**src/rtl/ut_bus_datapath.sv**
```systemverilog
// ut_bus_datapath: single shared-bus datapath with a prioritised source mux,
// IR/A/B/PC sink registers, a small ALU with registered flags, a register
// file and an immediate generator driven from the IR.
module ut_bus_datapath #(
  parameter int XLEN = 32,
  parameter int NREG = 4,
  parameter logic [XLEN-1:0] RESET_PC = '0,
  localparam int RAW = $clog2(NREG)
) (
  input  logic            clk,
  input  logic            rst,
  input  logic            src_imm,
  input  logic            src_alu,
  input  logic            src_pc,
  input  logic            src_rf,
  input  logic            src_rd,
  input  logic            ir_en,
  input  logic            a_en,
  input  logic            b_en,
  input  logic            pc_en,
  input  logic            pc_inc,
  input  logic            rf_wen,
  input  logic [RAW-1:0]  rf_waddr,
  input  logic [RAW-1:0]  rf_raddr,
  input  logic [2:0]      alu_func,
  input  logic [2:0]      imm_type,
  input  logic [XLEN-1:0] rd_data,
  output logic [XLEN-1:0] databus,
  output logic [31:0]     instr,
  output logic [XLEN-1:0] pc,
  output logic            alu_carry,
  output logic            alu_zero,
  output logic            bus_conflict,
  output logic            bus_err
);

  localparam int SHW = $clog2(XLEN);

  logic [XLEN-1:0] pc_q, pc_d;
  logic [XLEN-1:0] a_q, a_d;
  logic [XLEN-1:0] b_q, b_d;
  logic [31:0]     ir_q, ir_d;
  logic            carry_q, carry_d;
  logic            zero_q, zero_d;
  logic            err_q, err_d;
  logic [XLEN-1:0] rf_q [NREG];
  logic [XLEN-1:0] rf_d [NREG];

  logic [XLEN-1:0] imm_val;
  logic [XLEN-1:0] alu_res;
  logic            alu_c;
  logic [XLEN-1:0] rf_rdata;
  logic [4:0]      src_vec;
  logic            alu_wins;

  // Immediate formats are assembled as 32-bit signed values, then the size
  // cast sign-extends them to the datapath width.
  function automatic logic [XLEN-1:0] imm_decode(input logic [31:0] ir,
                                                 input logic [2:0]  typ);
    logic signed [31:0] v;
    case (typ)
      3'd0:    v = {{20{ir[31]}}, ir[31:20]};
      3'd1:    v = {{20{ir[31]}}, ir[31:25], ir[11:7]};
      3'd2:    v = {{19{ir[31]}}, ir[31], ir[7], ir[30:25], ir[11:8], 1'b0};
      3'd3:    v = {ir[31:12], 12'b0};
      3'd4:    v = {{11{ir[31]}}, ir[31], ir[19:12], ir[20], ir[30:21], 1'b0};
      default: v = '0;
    endcase
    return XLEN'(v);
  endfunction

  // Returns {carry, result}; carry is the adder carry-out for ADD and the
  // inverted borrow (A >= B unsigned) for SUB.
  function automatic logic [XLEN:0] alu_calc(input logic [2:0]      func,
                                             input logic [XLEN-1:0] a,
                                             input logic [XLEN-1:0] b);
    logic signed [XLEN-1:0] as;
    logic signed [XLEN-1:0] bs;
    logic [XLEN:0]          sum;
    logic [XLEN-1:0]        r;
    logic                   c;
    as  = a;
    bs  = b;
    sum = '0;
    c   = 1'b0;
    case (func)
      3'd0: begin
        sum = {1'b0, a} + {1'b0, b};
        r   = sum[XLEN-1:0];
        c   = sum[XLEN];
      end
      3'd1: begin
        r = a - b;
        c = (a >= b);
      end
      3'd2:    r = a & b;
      3'd3:    r = a | b;
      3'd4:    r = a ^ b;
      3'd5:    r = (as < bs) ? XLEN'(1) : '0;
      3'd6:    r = a << b[SHW-1:0];
      default: r = a >> b[SHW-1:0];
    endcase
    return {c, r};
  endfunction

  assign imm_val   = imm_decode(ir_q, imm_type);
  assign {alu_c, alu_res} = alu_calc(alu_func, a_q, b_q);
  assign rf_rdata  = rf_q[rf_raddr];
  assign src_vec   = {src_imm, src_alu, src_pc, src_rf, src_rd};
  assign alu_wins  = src_alu & ~src_imm;

  // Shared bus: fixed-priority source select, zero when nothing drives it.
  always_comb begin
    databus = '0;
    if (src_imm)     databus = imm_val;
    else if (src_alu) databus = alu_res;
    else if (src_pc)  databus = pc_q;
    else if (src_rf)  databus = rf_rdata;
    else if (src_rd)  databus = rd_data;
  end

  // More than one enabled source is flagged even though the winner drives.
  always_comb begin
    bus_conflict = ($countones(src_vec) > 1);
  end

  // Next-state for the sink registers, PC, ALU flags and sticky error.
  always_comb begin
    ir_d    = ir_en ? databus[31:0] : ir_q;
    a_d     = a_en  ? databus : a_q;
    b_d     = b_en  ? databus : b_q;
    pc_d    = pc_q;
    if (pc_en)       pc_d = databus;
    else if (pc_inc) pc_d = pc_q + XLEN'(4);
    carry_d = alu_wins ? alu_c : carry_q;
    zero_d  = alu_wins ? (alu_res == '0) : zero_q;
    err_d   = err_q | bus_conflict;
  end

  // Register-file write; entry 0 is never written so it always reads zero.
  always_comb begin
    for (int i = 0; i < NREG; i++) rf_d[i] = rf_q[i];
    if (rf_wen && (rf_waddr != '0)) rf_d[rf_waddr] = databus;
  end

  // All state clears asynchronously; sink enables are ignored during reset.
  always_ff @(posedge clk or posedge rst) begin
    if (rst) begin
      pc_q    <= RESET_PC;
      a_q     <= '0;
      b_q     <= '0;
      ir_q    <= '0;
      carry_q <= 1'b0;
      zero_q  <= 1'b0;
      err_q   <= 1'b0;
      for (int i = 0; i < NREG; i++) rf_q[i] <= '0;
    end else begin
      pc_q    <= pc_d;
      a_q     <= a_d;
      b_q     <= b_d;
      ir_q    <= ir_d;
      carry_q <= carry_d;
      zero_q  <= zero_d;
      err_q   <= err_d;
      for (int i = 0; i < NREG; i++) rf_q[i] <= rf_d[i];
    end
  end

  assign instr     = ir_q;
  assign pc        = pc_q;
  assign alu_carry = carry_q;
  assign alu_zero  = zero_q;
  assign bus_err   = err_q;

endmodule
```
**config.mk**
```make
export PLATFORM = sky130hd
export DESIGN_NAME = ut_bus_datapath
export DESIGN_NICKNAME = d
export VERILOG_FILES = /design/src/rtl/ut_bus_datapath.sv
export SDC_FILE = /design/constraint.sdc
export NUM_CORES = 1
export LEC_CHECK = 0
export BUFFER_PORTS_ARGS = -buffer_cell sky130_fd_sc_hd__buf_2
export CAP_MARGIN = 20
export CORE_ASPECT_RATIO = 1.1
export CORE_MARGIN = 2
export CORE_UTILIZATION = 30
export DETAILED_ROUTE_END_ITERATION = 8
export HOLD_SLACK_MARGIN = 0.06
export SYNTH_ARGS = -nofsm -noshare
export SYNTH_HDL_FRONTEND = slang
export SYNTH_SLANG_ARGS = --single-unit
```
**constraint.sdc**
```tcl
create_clock -name clk -period 7.5 [get_ports clk]
set_input_delay 0.375 -clock clk [delete_from_list [all_inputs] [get_ports clk]]
set_output_delay 0.375 -clock clk [all_outputs]
set_load 0.1 [all_outputs]
```
# == Word level (Yosys, flattened, before mapping) ==
# Cells that the tools add are included.
# W data, S select, Z words.
# word_totals
out_inout_bits,100
input_bits,55
elab_cells,68
regBits,259
# op_classes
addsub,7
shifts,2
bitwise_logic,8
n_eq_ne,10
n_reduce_logical,7
n_mux,17
n_lt_le_gt_ge,6
# ops
op,n
$mux W32,10
$pmux W32 S7,1
$pmux W32 S5,1
$bwmux W128,1
$bmux W32 S2,1
$demux W32 S2,1
$add A32 B32 Y33,1
$add A32 B3 Y32 const B,1
$and A32 B32 Y32,1
$ge A32 B32 Y1,1
$logic_not A32 Y1,1
$lt A32 B32 Y1,1
$or A32 B32 Y32,1
$shl A32 B5 Y32,1
$shr A32 B5 Y32,1
$sub A32 B32 Y32,1
$xor A32 B32 Y32,1
$eq A3 B2 Y1 const B,4
$eq A3 B3 Y1 const B,4
$eq A3 B1 Y1 const B,2
$ge A3 B3 Y1 const B,2
$logic_not A3 Y1,2
$not A2 Y3,2
$add A1 B1 Y2,2
11 further kinds,13

# == Depth between registers and ports, before layout ==
# logic_depth
word_depth,9
mapped_depth,20
ltp_nobuf,15

# == Worst setup path before layout ==
# OpenSTA, ideal clock, no wires.
# synth_path
kind,register to register
startpoint,reg b_q[1]
endpoint,reg ir_q[15] (netlist: instr[15])
n_path_buf,4
setup_ps,76
period_less_slack_ps,5150
arrival_time_ps,5074
required_time_ps,7424
path_stages_with_launch,17
path_slack_ps,2350
path_cell_list,dfrtp_1 > inv_1 > buf_4 > buf_2 > buf_2 > buf_2 > ha_1 > a21oi_1 > o221ai_2 > a21oi_1 > o31ai_1 > mux2i_1 > xnor2_1 > a21oi_1 > mux2_2 > o21ai_1 > mux2_2
# synth_via
elab_chain_cells,4
elab_cells_between_ends,7
cone_classes,2 x add/sub; 2 x shift; 3 x mux
# synth_lines
item,line,rtl
"start, declared",41,"logic [XLEN-1:0] b_q, b_d;"
"start signal, assigned",151,b_q <= '0;
"start signal, assigned",160,b_q <= b_d;
$sub A32 B32 Y32 (tied with other cells),93,r = a - b;
$pmux W32 S7 (*),86,case (func)
$mux W32 (*),116,else if (src_alu) databus = alu_res;
$mux W32 (*),115,if (src_imm) databus = imm_val;
named net databus[15],28,"output logic [XLEN-1:0] databus,"
"end signal, assigned",161,ir_q <= ir_d;
"end, declared",42,"logic [31:0] ir_q, ir_d;"
# The timed path passes the listed nets; every way through them passes the cells marked *.
# A chain may end at the register's enable or synchronous reset.

# == Final worst setup path ==
# layout_path
startpoint,reg a_q[8]
endpoint,out databus[27]
# layout_via
elab_chain_cells,4
elab_cells_between_ends,7
cone_classes,2 x add/sub; 2 x shift; 3 x mux
# layout_lines
item,line,rtl
"start, declared",40,"logic [XLEN-1:0] a_q, a_d;"
"start signal, assigned",150,a_q <= '0;
"start signal, assigned",159,a_q <= a_d;
$sub A32 B32 Y32 (tied with other cells),93,
$pmux W32 S7 (*),86,
$mux W32 (*),116,
$mux W32 (*),115,
"end, declared",28,
# Every way passes the cells marked *; elsewhere a longest branch is shown, timed or not.

==> results.txt <==
The maximum clock frequency came out at 166 MHz. The residual DRC count came out at 0. The worst setup path is launched from a flop. The kind of capture point of the worst setup path is an output pin. The setup slack after layout is 1.49 ns. The peak-usage layer in the global routing report is met2. The final core area utilization is 0.335. The placer's final routability congestion estimate came out at 1.04. CTS built an H-tree with a depth of 1. The cell count after synthesis came out at 2489. The worst-case clock buffer depth came out at 3. The total clock buffers created by CTS came out at 27. For this run, the total global-route usage over all layers was measured as 0.231. At the pin with the least slew margin, the transition time is 1.15 ns. The cell at the root of the clock tree is sky130_fd_sc_hd__clkbuf_16. In the synthesized netlist the async set-or-reset flop fraction comes to 1.00. After the last flow step, the layout net total stands at 2680. The post-placement setup slack is 2.22 ns. The met3 capacity usage during global routing came out at 0.0356. The largest stage delay on the critical path came out at 0.84 ns. The final non-filler cell total is 3465. The biggest fanout along the worst timing path is 13. Entering global routing, the biggest net connects 160 pins. The number of setup buffers added after CTS is 0. The slowest library cell on the worst path is sky130_fd_sc_hd__o31ai_2.

The total number of vias came out at 20.3k. STA puts the critical path data required time at 7.12 ns. The area overhead of the layout relative to synthesis came out at 10.9%. The floorplan die width is 258 um. The fraction of final layout cells with drive strength greater than 1 came out at 0.180. The placeable core area is 0.0702 mm^2. The layout has 7492 filler cells.

Counting every net in the synthesized netlist gives 2658. The total congestion overflow after global routing came out at 0. The die height came out at 283 um. The worst voltage drop across the vdd grid came out at 0.272 mV. Power spread over the standard cell area amounts to 303 mW/mm^2. The number of setup violations in the final report is 0. The worst-case clock skew is 0.0404 ns. Setup repair after global routing left no endpoint under its margin. During synthesis, Yosys emitted a total of 0 warnings. The estimated wirelength of the detail-placed design is 65500 um. The total count of hold-check failures in the final report came to 0. The number of storage elements in the synthesis netlist came out at 259. The clock net sink count is 259. The post-route antenna net violation count is 0. After synthesis the cells add up to 0.0212 mm^2. The worst hold path belongs to the class in2reg. The count of input and output buffers came out at 154. The count of distinct cell types in the synthesized netlist is 100.

The number of max-slew violations in the final report came out at 0. The I/O pin total came out at 155. Row generation in the floorplan step produced 102 rows. The total length of routed wires is 86400 um. The via count of the first global-routing pass is 19.5k. After synthesis, the mean cell area works out to 8.52 um^2. The starting utilization of the core area is 0.302. The signal on the critical path passes through inv_1 -> ha_1 -> inv_1 -> o31ai_1 -> a21oi_1 -> o31ai_1 -> a21oi_1 -> o21ai_1 -> a31o_2 -> a21o_1 -> o211ai_1 -> o31ai_2 -> inv_1 -> buf_2. The wire length of the first global-routing pass came out at 129000 um. The floorplan step defined a die boundary enclosing 0.0729 mm^2. The number of antenna violations at the first check in global routing is 1. The initial detailed-routing violation count came out at 2374. TritonCTS built the clock tree. Dividing the final minimum period by the clock period gives 0.802. The dominant cell type by count on the critical path is sky130_fd_sc_hd__inv_1. The worst setup path is of the reg2out kind.

For this run, the leading register cell type out of synthesis is sky130_fd_sc_hd__dfrtp_1. The static leakage came out at 10.4 nW. Setup total negative slack on the finished layout was measured at 0 ns. The number of antenna repair diodes came out at 0. For the worst-skew pair, the clock arrives at the later sink with an insertion delay of 0.58 ns. The critical path arrival is 5.64 ns.

The flow ran to the end, and the final reports show no timing, DRC or antenna violations. The total instance count after detailed placement is 3417. The met2 track demand over resource came out at 0.382. The routed wirelength normalized by instance count is 24.9 um. The max-cap check violation count is 0.

The final critical-path required period came out at 6.01 ns. The clock input transition at the sequential cells of the worst setup and hold paths came out at 0.06 ns. The via-per-instance ratio came out at 5.85.

The headroom to the max-slew limit is 0.215. For met1 alone, demand over resource in global routing was 0.294. The count of flip-flops with a built-in enable after synthesis is 0. The share of the Yosys chip area taken by registers is 0.306.

The number of detailed-route iterations in the first pass is 8.
## cell families (layout without fill, tap and decap cells)
| family | Yosys count | after routing | synth area share |
|---|---|---|---|
| AND/OR/NAND/NOR | 721 | 721 | 0.153 |
| AO/OA/AOI/OAI | 738 | 738 | 0.225 |
| multiplexers | 263 | 263 | 0.161 |
| buffers and inverters | 346 | 386 | 0.0671 |
| adder cells (fa/ha/maj) | 114 | 114 | 0.0683 |
| XOR/XNOR | 48 | 48 | 0.0198 |
| flip-flops | 259 | 259 | 0.306 |
## registers in the layout (all words and copies together) (netlist names)
register   flops
rf_q         128
b_q           32
bus_err        1
a_q           32
alu_zero       1
alu_carry      1
pc            32
instr         32
## final cells by class
cell class              count  area (um^2)  share of cell area
clock buffers              39          791              0.0336
flip-flops and latches    259         6490               0.276
clock inverters             8         82.6             0.00351
multi-input cells        1884        13300               0.566
well taps                 936         1170              0.0498
inverters                 134          507              0.0215
repair buffers            205         1170              0.0497
## power by group
group          leakage [nW]  internal (W)  switching, W  total [W]
Combinational          6.64       0.00111       0.00269    0.00380
Clock                 0.417      0.000764      0.000581    0.00135
Sequential             3.31       0.00164      0.000342    0.00198
Total                  10.4       0.00352       0.00361    0.00713
## placed cells by master, fill, tap and decap left out, drive strengths merged, types with 16 or more instances in the layout
master	synthesis	layout
a211oi	30	30
a21oi	223	223
a221oi	16	16
a22oi	37	37
a31oi	24	24
buf	67	204
clkbuf	145	39
dfrtp	259	259
ha	111	111
inv	132	133
mux2	105	105
mux2i	107	107
mux4	51	51
nand2	244	244
nand2b	17	17
nand3	51	51
nand4	19	19
nor2	247	247
nor2b	20	20
nor3	32	32
o211ai	30	30
o21ai	203	203
o31ai	16	16
or2	18	18
xnor2	36	36
## through the flow
step | hold WS, ns | power [W] | cell area, um^2
6_report | 0.198 | 0.00713 | 23500
5_1_grt | 0.198 | 0.00746 | 23500
4_1_cts | 0.170 | 0.00706 | 23500
3_5_place_dp | 0.363 | 0.00569 | 22600
3_3_place_gp | 0.360 | 0.00570 | 22600
2_1_floorplan | 0.425 | 0.00459 | 21200
## final timing paths
| check | from | slack (ns) | cells past startpoint | endpoint |
|---|---|---|---|---|
| setup reg to reg | b_q[0]$_DFFE_PP0P_ | 2.38 | 14 | alu_zero$_DFFE_PP0P_ |
| min in group asynchronous | rst | 0.57 | 4 | rf_q[120]$_DFFE_PP0P_ |
| hold reg to reg | rf_q[125]$_DFFE_PP0P_ | 0.37 | 0 | rf_q[125]$_DFFE_PP0P_ |
| hold / removal | rf_waddr[0] | 0.20 | 3 | rf_q[31]$_DFFE_PP0P_ |
| setup / recovery | a_q[8]$_DFFE_PP0P_ | 1.49 | 14 | databus[27] |
| max in group asynchronous | rst | 5.43 | 5 | b_q[0]$_DFFE_PP0P_ |
## metal layers
metal | vias up | wire length (um)
met3 | 259 | 6480
met1 | 9957 | 34900
met5 | - | 9
met4 | 2 | 4770
met2 | 1013 | 40200
li1 | 9027 | -
## Yosys cell counts, types with 15 or more instances
cell type / n / area, um^2
sky130_fd_sc_hd__a211oi_1: 28 / 210
sky130_fd_sc_hd__a21o_1: 15 / 113
sky130_fd_sc_hd__a21oi_1: 220 / 1100
sky130_fd_sc_hd__a221oi_1: 15 / 131
sky130_fd_sc_hd__a22oi_1: 37 / 278
sky130_fd_sc_hd__a31oi_1: 24 / 150
sky130_fd_sc_hd__buf_1: 18 / 67.6
sky130_fd_sc_hd__buf_2: 34 / 170
sky130_fd_sc_hd__clkbuf_1: 145 / 544
sky130_fd_sc_hd__dfrtp_1: 259 / 6480
sky130_fd_sc_hd__ha_1: 111 / 1390
sky130_fd_sc_hd__inv_1: 123 / 462
sky130_fd_sc_hd__mux2_2: 101 / 1140
sky130_fd_sc_hd__mux2i_1: 106 / 1060
sky130_fd_sc_hd__mux4_2: 51 / 1150
sky130_fd_sc_hd__nand2_1: 244 / 916
sky130_fd_sc_hd__nand2b_1: 17 / 106
sky130_fd_sc_hd__nand3_1: 51 / 255
sky130_fd_sc_hd__nand4_1: 19 / 119
sky130_fd_sc_hd__nor2_1: 246 / 923
sky130_fd_sc_hd__nor2b_1: 20 / 125
sky130_fd_sc_hd__nor3_1: 31 / 155
sky130_fd_sc_hd__o211ai_1: 29 / 218
sky130_fd_sc_hd__o21ai_0: 176 / 881
sky130_fd_sc_hd__o21ai_1: 25 / 125
sky130_fd_sc_hd__or3_1: 15 / 93.8
sky130_fd_sc_hd__xnor2_1: 36 / 315
## repair_timing
action                                  in CTS  in global routing
hold buffers                                 1                  0
endpoints found under the setup margin       0                  0
hold endpoints to repair                    31                  0
gates resized for setup                      0                  0
## critical path, delay by kind of cell (launching register included)
family                     cells  cell delay [ns]
buffers and inverters          4             0.71
DFF                            1             0.58
adders and majority gates      1             0.59
AOI/OAI and AO/OA              9             3.18
Note: power is estimated with default switching activity, not from simulation.
